## src/rtl/block_draw_scheduler.sv

```systemverilog
// Rectangle fill sequencer that shares the single VGA pixel-write port between erase and draw requesters.
// Optional DRAW_RR_ARB_EN selects round-robin arbitration instead of fixed erase-over-draw priority.
module block_draw_scheduler #(
  parameter int BLOCK_W = 16,
  parameter int BLOCK_H = 16,
  parameter int X_MAX   = 159,
  parameter int Y_MAX   = 119
) (
  input  logic       clk,
  input  logic       resetn,
  input  logic       erase_req,
  input  logic [7:0] erase_x,
  input  logic [6:0] erase_y,
  output logic       erase_ack,
  input  logic       draw_req,
  input  logic [7:0] draw_x,
  input  logic [6:0] draw_y,
  input  logic [2:0] draw_colour,
  output logic       draw_ack,
  output logic       busy,
  output logic       done,
  output logic [7:0] vga_x,
  output logic [6:0] vga_y,
  output logic [2:0] vga_colour,
  output logic       vga_plot
);

  localparam int CXW = (BLOCK_W > 1) ? $clog2(BLOCK_W) : 1;
  localparam int CYW = (BLOCK_H > 1) ? $clog2(BLOCK_H) : 1;
  localparam logic [CXW-1:0] CX_LAST = CXW'(BLOCK_W - 1);
  localparam logic [CYW-1:0] CY_LAST = CYW'(BLOCK_H - 1);

  typedef enum logic [1:0] {
    IDLE = 2'd0,
    PLOT = 2'd1,
    DONE = 2'd2
  } state_t;

  state_t         state_reg;
  logic [CXW-1:0] cx_reg;
  logic [CYW-1:0] cy_reg;
  logic [7:0]     origin_x_reg;
  logic [6:0]     origin_y_reg;
  logic [2:0]     colour_reg;

  logic grant_erase;
  logic grant_draw;

`ifdef DRAW_RR_ARB_EN
  // 1 = draw was granted last; resets to draw so erase wins the first contest.
  logic last_grant_reg;
  assign grant_erase = erase_req & (~draw_req | last_grant_reg);
  assign grant_draw  = draw_req & (~erase_req | ~last_grant_reg);
`else
  assign grant_erase = erase_req;
  assign grant_draw  = draw_req & ~erase_req;
`endif

  logic [7:0] sel_x;
  logic [6:0] sel_y;
  logic [2:0] sel_colour;
  assign sel_x      = grant_erase ? erase_x : draw_x;
  assign sel_y      = grant_erase ? erase_y : draw_y;
  assign sel_colour = grant_erase ? 3'b000 : draw_colour;

  logic           last_col;
  logic           last_px;
  logic [CXW-1:0] cx_next;
  logic [CYW-1:0] cy_next;
  assign last_col = (cx_reg == CX_LAST);
  assign last_px  = last_col && (cy_reg == CY_LAST);
  assign cx_next  = last_col ? '0 : cx_reg + CXW'(1);
  assign cy_next  = last_col ? cy_reg + CYW'(1) : cy_reg;

  // Outputs are registered, so the adder works on the pixel that will be shown next cycle:
  // the fresh origin at grant time, otherwise the latched origin plus the advanced counters.
  logic           in_idle;
  logic [7:0]     base_x;
  logic [6:0]     base_y;
  logic [CXW-1:0] off_x;
  logic [CYW-1:0] off_y;
  logic [8:0]     sum_x;
  logic [7:0]     sum_y;
  logic           in_view;
  assign in_idle = (state_reg == IDLE);
  assign base_x  = in_idle ? sel_x : origin_x_reg;
  assign base_y  = in_idle ? sel_y : origin_y_reg;
  assign off_x   = in_idle ? '0 : cx_next;
  assign off_y   = in_idle ? '0 : cy_next;
  assign sum_x   = {1'b0, base_x} + 9'(off_x);
  assign sum_y   = {1'b0, base_y} + 8'(off_y);
  assign in_view = (sum_x <= 9'(X_MAX)) && (sum_y <= 8'(Y_MAX));

  always_ff @(posedge clk or negedge resetn) begin
    if (!resetn) begin
      state_reg    <= IDLE;
      cx_reg       <= '0;
      cy_reg       <= '0;
      origin_x_reg <= '0;
      origin_y_reg <= '0;
      colour_reg   <= '0;
      erase_ack    <= 1'b0;
      draw_ack     <= 1'b0;
      busy         <= 1'b0;
      done         <= 1'b0;
      vga_x        <= '0;
      vga_y        <= '0;
      vga_colour   <= '0;
      vga_plot     <= 1'b0;
`ifdef DRAW_RR_ARB_EN
      last_grant_reg <= 1'b1;
`endif
    end else begin
      erase_ack <= 1'b0;
      draw_ack  <= 1'b0;
      done      <= 1'b0;
      case (state_reg)
        IDLE: begin
          if (grant_erase || grant_draw) begin
            state_reg    <= PLOT;
            origin_x_reg <= sel_x;
            origin_y_reg <= sel_y;
            colour_reg   <= sel_colour;
            cx_reg       <= '0;
            cy_reg       <= '0;
            erase_ack    <= grant_erase;
            draw_ack     <= grant_draw;
            busy         <= 1'b1;
            vga_x        <= sum_x[7:0];
            vga_y        <= sum_y[6:0];
            vga_colour   <= sel_colour;
            vga_plot     <= in_view;
`ifdef DRAW_RR_ARB_EN
            last_grant_reg <= grant_draw;
`endif
          end
        end
        PLOT: begin
          if (last_px) begin
            state_reg  <= DONE;
            done       <= 1'b1;
            cx_reg     <= '0;
            cy_reg     <= '0;
            vga_x      <= '0;
            vga_y      <= '0;
            vga_colour <= '0;
            vga_plot   <= 1'b0;
          end else begin
            cx_reg     <= cx_next;
            cy_reg     <= cy_next;
            vga_x      <= sum_x[7:0];
            vga_y      <= sum_y[6:0];
            vga_colour <= colour_reg;
            vga_plot   <= in_view;
          end
        end
        DONE: begin
          state_reg <= IDLE;
          busy      <= 1'b0;
        end
        default: begin
          state_reg  <= IDLE;
          busy       <= 1'b0;
          vga_x      <= '0;
          vga_y      <= '0;
          vga_colour <= '0;
          vga_plot   <= 1'b0;
        end
      endcase
    end
  end

endmodule

```

## config.mk

```make
export PLATFORM = sky130hd
export DESIGN_NAME = block_draw_scheduler
export DESIGN_NICKNAME = d
export VERILOG_FILES = /design/src/rtl/block_draw_scheduler.sv
export SDC_FILE = /design/constraint.sdc
export NUM_CORES = 1
export LEC_CHECK = 0
export ABC_AREA = 1
export BUFFER_PORTS_ARGS = -buffer_cell sky130_fd_sc_hd__clkbuf_2
export CORE_ASPECT_RATIO = 1.1
export CORE_MARGIN = 2
export CORE_UTILIZATION = 59
export CTS_CLUSTER_SIZE = 10
export DETAILED_ROUTE_END_ITERATION = 16
export PLACE_DENSITY = 0.85
export SLEW_MARGIN = 40
export SYNTH_ARGS = -nofsm -noshare
export SYNTH_HDL_FRONTEND = slang
export SYNTH_SLANG_ARGS = --single-unit
```

## constraint.sdc

```tcl
create_clock -name clk -period 5.7 [get_ports clk]
set_input_delay 0.285 -clock clk [delete_from_list [all_inputs] [get_ports clk]]
set_output_delay 0.285 -clock clk [all_outputs]
set_load 0.01 [all_outputs]
```

# Word-level counts from Yosys, hierarchy flattened
# Index checks and enable logic that the tools add are counted.
[op_classes] order_cmp=2 n_eq_ne=6 add_sub_neg=4 bitwise=4 n_reduce_logical=10 shifts=0 multipliers=0 div=0 mux=37
[op_table] operator="two-way mux 8 bit" n=4
[op_table] operator="two-way mux 4 bit" n=7
[op_table] operator="two-way mux 7 bit" n=4
[op_table] operator="case mux 8 bit (3 select lines)" n=1
[op_table] operator="case mux 7 bit (3 select lines)" n=1
[op_table] operator="case mux 4 bit (2 select lines)" n=2
[op_table] operator="AND reduction 2 bit" n=5
[op_table] operator="adder 8 x 4 -> 9 bit" n=1
[op_table] operator="less-or-equal comparator 9 x 8 -> 1 bit, second input constant" n=1
[op_table] operator="two-way mux 1 bit" n=9
[op_table] operator="two-way mux 3 bit" n=3
[op_table] operator="case mux 3 bit (3 select lines)" n=1
[op_table] operator="adder 4 x 1 -> 4 bit, second input constant" n=2
[op_table] operator="adder 7 x 4 -> 8 bit" n=1
[op_table] operator="== test 4 bit, second input constant" n=2
[op_table] operator="less-or-equal comparator 8 x 7 -> 1 bit, second input constant" n=1
[op_table] operator="two-way mux 2 bit" n=2
[op_table] operator="case mux 2 bit (2 select lines)" n=1
[op_table] operator="inverter 1 bit" n=3
[op_table] operator="case mux 1 bit (3 select lines)" n=1
[op_table] operator="== test 2 x 1 -> 1 bit, second input constant" n=1
[op_table] operator="== test 2 bit, second input constant" n=1
[op_table] operator="logical AND 1 bit" n=2
[op_table] operator="zero test 2 bit" n=1
[op_table] operator="other kinds (6)" n=6
[word_totals] register_bits=51 ram_bits=0 in_bits=37 word_cells=77 latch_bits=0 mem_bits_ro=0 output_inout_bits=23 n_memories=0

# Depth between registers and ports, before layout
# Gate-level depths: netlist (run 1).
[depth] ltp_word=8 mapped_depth=19 ltp_nobuf=18

# Worst setup path after synthesis (run 1)
# Ideal clock, no wire load.
[synth_path] kind="register to register" startpoint="reg state_reg[1]" endpoint="reg vga_plot" setup_time_ns=0.117 path_stages_with_launch=20 required_ns=5.583 n_path_buf=1 synth_period_minus_slack_ns=2.631 arrival_ns=2.514 slack_ns=3.069 path_cell_list="dfrtp_1 > nor2_4 > inv_2 > buf_4 > nor2_2 > a22oi_1 > o21ai_0 > ha_1 > inv_1 > fa_1 > nor2_1 > nor2_1 > nor2_1 > nand2_1 > nand2_1 > nand2_1 > nand2_1 > nand2_1 > nand3_1 > nand2_1"
[synth_via] elab_chain_len=7 elab_cells_between_ends=18 classes_between="add/sub (2); order compare (2); eq/ne (3); mux (7); bitwise (1); reduce/logical (3)"
[synth_rtl] item="start: declaration" line="39" rtl="state_t state_reg;"
[synth_rtl] item="start signal: assignment" line="96" rtl="state_reg <= IDLE;"
[synth_rtl] item="start signal: assignment" line="120" rtl="state_reg <= PLOT;"
[synth_rtl] item="start signal: assignment" line="140" rtl="state_reg <= DONE;"
[synth_rtl] item="zero test 2 bit" line="85, 117"
[synth_rtl] item="two-way mux 8 bit (tied with other cells)" line="86" rtl="assign base_x = in_idle ? sel_x : origin_x_reg;"
[synth_rtl] item="adder 8 x 4 -> 9 bit or adder 7 x 4 -> 8 bit (tied branches)" line="90, 91"
[synth_rtl] item="less-or-equal comparator 9 x 8 -> 1 bit or less-or-equal comparator 8 x 7 -> 1 bit (tied branches)" line="92" rtl="assign in_view = (sum_x <= 9'(X_MAX)) && (sum_y <= 8'(Y_MAX));"
[synth_rtl] item="logical AND 1 bit" line="92"
[synth_rtl] item="two-way mux 1 bit (on tied branches)" line="139, 119"
[synth_rtl] item="case mux 1 bit (3 select lines)" line="117" rtl="case (state_reg)"
[synth_rtl] item="end signal: assignment" line="132" rtl="vga_plot <= in_view;"
[synth_rtl] item="end signal: assignment" line="154" rtl="vga_plot <= in_view;"
[synth_rtl] item="end: declaration" line="25" rtl="output logic vga_plot"
# Several ways; a longest one is shown, not always the timed one. The select of a mux whose other input is x is not followed.
# A chain may end at the register's enable or synchronous reset.

# Worst setup path in the final report (run 1)
# Ends and elaborated chain as after synthesis.

==> results of run 1 <==
-- synth_stat cells, drive strengths merged, types with 3 or more instances --
master / number
a21oi: 5
a22oi: 8
a32o: 3
buf: 6
clkbuf: 5
dfrtp: 51
ha: 10
inv: 51
mux2: 3
nand2: 103
nand3: 44
nor2: 32
o21ai: 27
o22ai: 12
xor2: 4
-- layout make-up --
| type | count | area, um^2 | share of cell area (%) |
|---|---|---|---|
| clock buffers | 6 | 72.57 | 2.135 |
| clock inverters | 2 | 60.06 | 1.767 |
| inverters | 51 | 191.4 | 5.633 |
| multi-input cells | 265 | 1410 | 41.49 |
| flip-flops and latches | 51 | 1276 | 37.56 |
| well taps | 56 | 70.07 | 2.062 |
| repair buffers | 62 | 317.8 | 9.352 |
-- worst reg2reg max path, stage by stage (launching register included) --
cell     delay [ns]
dfrtp_1        0.43
nor2_4         0.45
inv_2          0.26
nor2_2         0.31
a22oi_1        0.14
o21ai_0        0.11
ha_1           0.19
inv_1          0.05
fa_1           0.39
nor2_1         0.12
nor2_1         0.06
nor2_1         0.23
nand2_1        0.08
nand2_1        0.07
nand2_1        0.07
nand2_1        0.07
nand2_1        0.05
nand3_1        0.06
nand2_1        0.05
-- metrics by stage --
step | hold slack, ns | power (mW)
2_1_floorplan | -0.01059 | 0.9997
3_3_place_gp | 0.4289 | 1.166
3_5_place_dp | 0.4363 | 1.203
4_1_cts | 0.1054 | 1.498
5_1_grt | 0.1520 | 1.620
6_report | 0.08443 | 1.492
-- worst max-delay path by stage --
| stage | start | end | slack [ns] |
|---|---|---|---|
| floorplan | state_reg[1]$_DFFE_PN0P_ | vga_plot$_DFFE_PN0P_ | 3.07 |
| global placement | state_reg[1]$_DFFE_PN0P_ | vga_plot$_DFFE_PN0P_ | 2.60 |
| detailed placement | state_reg[1]$_DFFE_PN0P_ | vga_plot$_DFFE_PN0P_ | 2.46 |
| CTS | state_reg[1]$_DFFE_PN0P_ | vga_plot$_DFFE_PN0P_ | 2.43 |
| global route | state_reg[1]$_DFFE_PN0P_ | vga_plot$_DFFE_PN0P_ | 2.02 |
| finish | state_reg[1]$_DFFE_PN0P_ | vga_plot$_DFFE_PN0P_ | 2.42 |
-- report_power, final --
group | internal, mW | switching [mW] | total (mW) | leakage (nW)
clock network | 0.175 | 0.118 | 0.294 | 0.0654
logic | 0.263 | 0.389 | 0.652 | 1.16
registers | 0.479 | 0.0665 | 0.546 | 0.636
-- cells by family (layout without fill, tap and decap cells) --
kind of cell,count (synthesis),after routing
xor gates and xnor gates,6,6
and+or+nand+nor,184,184
buffers and inverters,62,121
DFF,51,51
adders and majority gates,12,12
AOI/OAI and AO/OA,60,60
muxes,3,3
-- layer usage --
layer  routed length, um  part of all wire, %  track usage (%)  up-vias
met1                2993                   44            37.58     1281
met2                3242                   48            42.59      103
met5                   0                    0                0        -
met4                 136                  2.0            9.057        0
met3                 452                  6.6            4.156       15
li1                    -                    -                -     1354
==> PnR_summary.wiki, run 1 <==
{| class="wikitable"
! Metric !! Value
|-
| Wire length of the first global-routing pass || 11.91 mm
|-
| Number of cells traversed by the worst register-to-register path || 18
|-
| Async set-reset flop share out of synthesis || 100.0%
|-
| Top cell type's share of synthesized area || 43.55%
|-
| Buf+Inv Stages, Crit Path || 2
|-
| Distinct cells, synth || 33
|-
| Total leakage power || 1.865 nW
|-
| Xor and xnor area share after synthesis || 1.793%
|-
| Count of flip-flops with a built-in enable after synthesis || 0
|-
| Register-to-register setup slack || 2.42 ns
|-
| I/O pins || 60
|-
| Largest family of logic cells by synthesized area || simple AND/OR/NAND/NOR gates
|-
| Critical Path Source Type || flop
|-
| Mean instance size in the synthesized netlist || 7.752 um^2
|-
| Gate count of the mapped netlist || 378
|-
| Post-Syn Area || 0.002930 mm^2
|-
| Unrepaired setup endpoints after global routing || no
|-
| Final Setup Violations || 0
|-
| Net Count, Synth || 427
|-
| Critical R2R Launch || state_reg[1]$_DFFE_PN0P_
|-
| Post-DR vias/cell || 5.584
|-
| Total negative slack for setup checks || 0 ns
|-
| Worst Max-Slew Pin Slew || 0.6323 ns
|-
| Instance count on the critical path || 18
|-
| Clock skew after layout || 0.006023 ns
|-
| Area share of and/or/nand/nor cells after synthesis || 27.20%
|-
| Number of antenna violations at the first check in global routing || 0
|-
| Post-CTS Hold Buffers || 0
|-
| Total routing usage reported by global routing || 26.89%
|-
| Number of placed instances, taps included || 485
|-
| Data arrival time of the critical path || 3.48 ns
|-
| Final global-route overflow total || 0
|-
| Number of port buffers || 59
|-
| Largest net degree at the start of global routing || 52
|-
| Via count of the first global-routing pass || 2601
|-
| Kind of cell adding the most delay to the critical path || simple AND/OR/NAND/NOR gates
|-
| Most frequent standard cell in the layout excluding fill and tap cells || nand2_1
|-
| Cell Area, Placed || 0.003266 mm^2
|-
| Hold Vio Cnt, Final || 0
|-
| Initial Util || 62.12%
|-
| Cts bufs inserted || 5
|-
| Clock-pin slew of the registers on the worst-case setup and hold paths || 0.09 ns
|-
| List of cells traversed by the critical path || nor2_4, inv_2, nor2_2, a22oi_1, o21ai_0, ha_1, inv_1, fa_1, nor2_1, nor2_1, nor2_1, nand2_1, nand2_1, nand2_1, nand2_1, nand2_1, nand3_1, nand2_1
|-
| Number of placement rows || 26
|-
| Vias || 2753
|-
| Final Routed Wirelength || 6.823 mm
|-
| Diode insertion count for antenna repair || 0
|-
| Library cell with the largest summed area after synthesis || dfrtp_1
|-
| Highest-delay cell along the critical path || nor2_4
|-
| Root Driver || clkbuf_8
|-
| Post-synthesis compound-gate area fraction || 12.34%
|-
| Number of fill cells || 378
|-
| Cell occurring most often along the worst timing path || nand2_1
|-
| Main flop type after synthesis || dfrtp_1
|-
| Area of the die || 0.005547 mm^2
|-
| Final worst path period share || 57.54%
|-
| Number of buffers inserted to repair setup after CTS || 0
|-
| Endpoint kind of the worst setup timing path || flop
|-
| VDD IR-drop max || 0.2329 mV
|-
| Adder-cell share of the synthesized area || 5.636%
|-
| Design area || 0.003398 mm^2
|-
| Proportion of layout cells with a drive suffix above 1 || 20.14%
|-
| FF+latch count, synth || 51
|-
| H-tree lvl count || 2
|-
| Nets || 485
|-
| DRC violation count after routing || 0
|-
| Starting DRC count in detailed routing || 176
|-
| Max-cap viol count || 0
|-
| Class of the most critical hold timing path || primary input to async pin
|-
| Fmax achieved || 304.9 MHz
|-
| Maximum buffer depth of the clock tree || 2
|-
| Outcome || finished, final reports clean
|-
| Number of standard cells in the layout, taps in and fillers out || 493
|-
| Utilization after layout || 72.04%
|-
| Worst r2r dst || vga_plot$_DFFE_PN0P_
|-
| Detailed-routing iteration count for the pre-antenna-repair pass || 5
|-
| HPWL after DPL || 5.090 mm
|-
| Worst slack at placement || 2.457 ns
|-
| Average wire length per cell after detail routing || 13.84 um
|-
| Overall die height || 77.92 um
|-
| Post-synthesis sequential area ratio || 43.55%
|-
| Post-synthesis to final-layout area growth || 15.97%
|-
| Share of synthesized area spent on multiplexers || 1.153%
|-
| Yosys Warn Count || 0
|-
| Minimum period implied by the final worst setup slack || 3.280 ns
|-
| Clock insertion delay at the later pin of the skew report || 0.30 ns
|-
| Kind of critical path || flop to flop
|-
| Placeable core area || 0.004717 mm^2
|-
| Top cells by area, synth || dfrtp_1 (44%), nand2_1 (13%), nand3_1 (7.2%)
|-
| Max-slew violation count || 0
|-
| Relative max-transition margin || 57.84%
|-
| Power per cell area || 439.0 mW/mm^2
|-
| CTS sink cnt || 51
|-
| Most frequent cells in the layout || nand2_1 (100), clkbuf_2 (59), dfrtp_1 (51)
|-
| Req. time, crit path || 5.90 ns
|-
| Critical path peak fanout || 25
|-
| Clock tree from TritonCTS || built
|-
| Floorplan die width || 71.20 um
|-
| Delay of the slowest cell on the worst path || 0.45 ns
|-
| Setup slack of the critical path after layout || 2.420 ns
|-
| Post-CTS Resized || 0
|-
| Detail Route Antenna Nets || 0
|-
| RD Place Congestion || 0.9674
|}
(Power assumes the default switching activity.)
==> run 2: changes to the inputs <==
Settings changed: ABC_AREA 1 to 0, CORE_UTILIZATION 59 to 50, PLACE_DENSITY 0.85 to 0.77.
Clock period 5.7 ns to 2.7 ns, I/O delays scaled along.
==> PnR_summary.wiki, run 2 <==
{| class="wikitable"
! Metric !! Value
|-
| Multi-input logic area || 0.001627 mm^2 (+15%)
|-
| DRC violation count after routing || 0 (unchanged)
|-
| Kind of critical path || flop to flop
|-
| Net Count, Synth || 357 (-16%)
|-
| Yosys Warn Count || 0 (unchanged)
|-
| Register cell area after layout || 0.001277 mm^2 (about the same)
|-
| Diode insertion count for antenna repair || 0 (unchanged)
|-
| Final global-route overflow total || 0 (unchanged)
|-
| Critical path peak fanout || 14 (-44%)
|-
| VDD IR-drop max || 0.3714 mV (+59%)
|-
| Worst Max-Slew Pin Slew || 0.5485 ns (-0.08386 ns)
|-
| Starting DRC count in detailed routing || 149 (-15%)
|-
| Nets || 432 (-11%)
|-
| Distinct cells, synth || 48 (+45%)
|-
| Unrepaired setup endpoints after global routing || yes
|-
| Root Driver || clkbuf_8
|-
| Most frequently used cell type in the post-synthesis netlist || dfrtp_1
|-
| Overall die height || 84.50 um (+8.4%)
|-
| Total leakage power || 1.727 nW (-7.4%)
|-
| Top cells by area, synth || dfrtp_1 (43%), o21ai_0 (8.5%), nand2_1 (5.9%)
|-
| Detail Route Antenna Nets || 0 (unchanged)
|-
| Most frequent standard cell in the layout excluding fill and tap cells || clkbuf_2
|-
| Number of placed instances, taps included || 451 (-7.0%)
|-
| Endpoint kind of the worst setup timing path || flop
|-
| Largest net degree at the start of global routing || 40 (-23%)
|-
| Critical path endpoint || vga_plot$_DFFE_PN0P_
|-
| Total negative slack for setup checks || 0 ns (unchanged)
|-
| Vias || 2570 (-6.6%)
|-
| Post-synthesis sequential area ratio || 43.33% (-0.22 points)
|-
| Outcome || finished, final reports clean
|-
| Total routing usage reported by global routing || 22.90% (-4.0 points)
|-
| Top cells by count, synth || dfrtp_1 (51), o21ai_0 (50), nand2_1 (46)
|-
| Number of placement rows || 29 (+12%)
|-
| Final Routed Wirelength || 7.009 mm (+2.7%)
|-
| Number of port buffers || 59 (unchanged)
|-
| Power per cell area || 838.6 mW/mm^2 (+91%)
|-
| Final worst path period share || 97.33% (+40 points)
|-
| RD Place Congestion || 0.8890 (-8.1%)
|-
| Mean instance size in the synthesized netlist || 9.563 um^2 (+23%)
|-
| Maximum buffer depth of the clock tree || 2 (unchanged)
|-
| Wire length of the first global-routing pass || 12.04 mm (+1.1%)
|-
| Relative max-transition margin || 63.44% (+5.6 points)
|-
| Library cell with the largest summed area after synthesis || dfrtp_1
|-
| Clock skew after layout || 0.009778 ns (+0.003755 ns)
|-
| Initial Util || 51.37% (-11 points)
|-
| Placeable core area || 0.005733 mm^2 (+22%)
|-
| Start point of the critical path || state_reg[1]$_DFFE_PN0P_
|-
| CTS sink cnt || 51 (unchanged)
|-
| Class of the most critical hold timing path || primary input to flop
|-
| Delay of the slowest cell on the worst path || 0.45 ns (about the same)
|-
| Hold Vio Cnt, Final || 0 (unchanged)
|-
| Gate count of the mapped netlist || 308 (-19%)
|-
| Minimum period implied by the final worst setup slack || 2.628 ns (-0.6518 ns)
|-
| Highest-delay cell along the critical path || dfrtp_1
|-
| Post-Syn Area || 0.002945 mm^2 (+0.51%)
|-
| Clock tree from TritonCTS || built
|-
| Detailed-routing iteration count for the pre-antenna-repair pass || 4 (-1)
|-
| Register-to-register setup slack || 0.07 ns (-2.35 ns)
|-
| Top cell type's share of synthesized area || 43.33% (-0.22 points)
|-
| Average wire length per cell after detail routing || 15.20 um (+9.9%)
|-
| Critical R2R Launch || state_reg[1]$_DFFE_PN0P_
|-
| Count of flip-flops with a built-in enable after synthesis || 0 (unchanged)
|-
| Proportion of layout cells with a drive suffix above 1 || 32.81% (+13 points)
|-
| I/O pins || 60 (unchanged)
|-
| FF+latch count, synth || 51 (unchanged)
|-
| Max-cap viol count || 0 (unchanged)
|-
| Utilization after layout || 63.20% (-8.8 points)
|-
| Data arrival time of the critical path || 2.81 ns (-0.67 ns)
|-
| Floorplan die width || 77.18 um (+8.4%)
|-
| Most frequent cells in the layout || clkbuf_2 (58), dfrtp_1 (50), o21ai_0 (47)
|-
| Via count of the first global-routing pass || 2532 (-2.7%)
|-
| Number of antenna violations at the first check in global routing || 0 (unchanged)
|-
| Main flop type after synthesis || dfrtp_1
|-
| Final Hold Slack || 0.1007 ns (+0.01631 ns)
|-
| List of cells traversed by the critical path || or2_4, o21ai_2, ha_2, inv_1, fa_1, nand2b_4, a21o_1, o21a_1, a211oi_2, o41ai_2
|-
| Cts bufs inserted || 5 (unchanged)
|-
| Worst r2r dst || vga_plot$_DFFE_PN0P_
|-
| Number of cells traversed by the worst register-to-register path || 10 (-8)
|-
| Clock-pin slew of the registers on the worst-case setup and hold paths || 0.10 ns (about the same)
|-
| Max-slew violation count || 0 (unchanged)
|-
| Critical Path Source Type || flop
|-
| Number of fill cells || 515 (+36%)
|-
| Final Setup Violations || 0 (unchanged)
|-
| HPWL after DPL || 5.173 mm (+1.6%)
|-
| Number of standard cells in the layout, taps in and fillers out || 461 (-6.5%)
|-
| Async set-reset flop share out of synthesis || 100.0% (unchanged)
|-
| Area of the die || 0.006521 mm^2 (+18%)
|-
| Req. time, crit path || 2.88 ns (-3.02 ns)
|-
| Fmax achieved || 380.5 MHz (+25%)
|-
| H-tree lvl count || 2 (unchanged)
|-
| Post-DR vias/cell || 5.575 (-0.17%)
|-
| Post-synthesis to final-layout area growth || 23.02%
|-
| Clock insertion delay at the later pin of the skew report || 0.30 ns (about the same)
|}
[run 2: cell types whose count changed after synthesis, moves of 11 or more]
cell / previous run / this run
o21ai_0: 20 / 50
nor2_1: 27 / 16
mux2i_1: 0 / 15
inv_1: 44 / 6
nand2_1: 100 / 46
nand3_1: 42 / 5
o22ai_1: 12 / 0
[run 2: logic make-up (layout without fill, tap and decap cells)]
kind of cell	Yosys count	after routing	synth area share [%]
adder cells (fa/ha/maj)	12	12	5.608
XOR/XNOR	11	11	3.271
multiplexers	18	18	6.329
AO/OA/AOI/OAI	101	101	22.86
flip-flops	51	51	43.33
buffers and inverters	22	98	4.206
AND/OR/NAND/NOR	93	93	14.40
[run 2: critical path: cells and delay by family, from the launching register on]
kind                       cells  cell delay [ns]
DFF                            1             0.45
buffers and inverters          1             0.05
and+or+nand+nor                2             0.53
AOI/OAI and AO/OA              5             0.87
adders and majority gates      2             0.60
[run 2: worst min path at each step]
stage / from / to / depth (start not counted)
finish: draw_colour[0] / colour_reg[0]$_DFFE_PN0P_ / 2
global placement: resetn / erase_ack$_DFF_PN0_ / 1
floorplan: resetn / busy$_DFFE_PN0P_ / 0
detailed placement: resetn / erase_ack$_DFF_PN0_ / 1
global route: draw_colour[0] / colour_reg[0]$_DFFE_PN0P_ / 2
CTS: draw_colour[0] / colour_reg[0]$_DFFE_PN0P_ / 2
[run 2: area by class of cell]
cell class / count / share of cell area, %
well taps: 77 / 2.659
inverters: 7 / 1.070
repair buffers: 83 / 13.26
clock buffers: 7 / 2.659
flip-flops and latches: 51 / 35.26
multi-input cells: 235 / 44.89
clock inverters: 1 / 0.2072
[run 2: through the flow]
stage	total power [mW]	area, um^2	setup WS, ns
after floorplan	1.985	2953	0.004469
after global placement	2.386	3425	0.005844
after detailed placement	2.440	3427	-0.04689
after CTS	2.943	3550	0.003195
after global routing	3.275	3623	-0.05924
final	3.039	3623	0.07215
[run 2: routing by layer]
| metal | vias to the layer above | global-route usage [%] | wire length, um |
|---|---|---|---|
| met3 | 7 | 3.226 | 349 |
| met1 | 1234 | 31.72 | 3081 |
| met2 | 76 | 38.10 | 3522 |
| met5 | - | 0 | 0 |
| met4 | 0 | 5.844 | 57 |
| li1 | 1253 | - | - |
[run 2: where the power goes]
group | switching, mW | internal [mW] | leakage [nW]
clock | 0.257 | 0.234 | 0.0505
sequential | 0.139 | 0.990 | 0.638
combinational | 0.750 | 0.668 | 1.04
[run 2: what timing repair did]
item | in CTS | in global routing
endpoints found under the setup margin | 2 | 7
gates resized for setup | 3 | 17
hold buffers | 1 | 0
gates cloned | 0 | 0
pin swaps | 1 | 4
hold endpoints to repair | 38 | 0
buffers inserted | 0 | 1
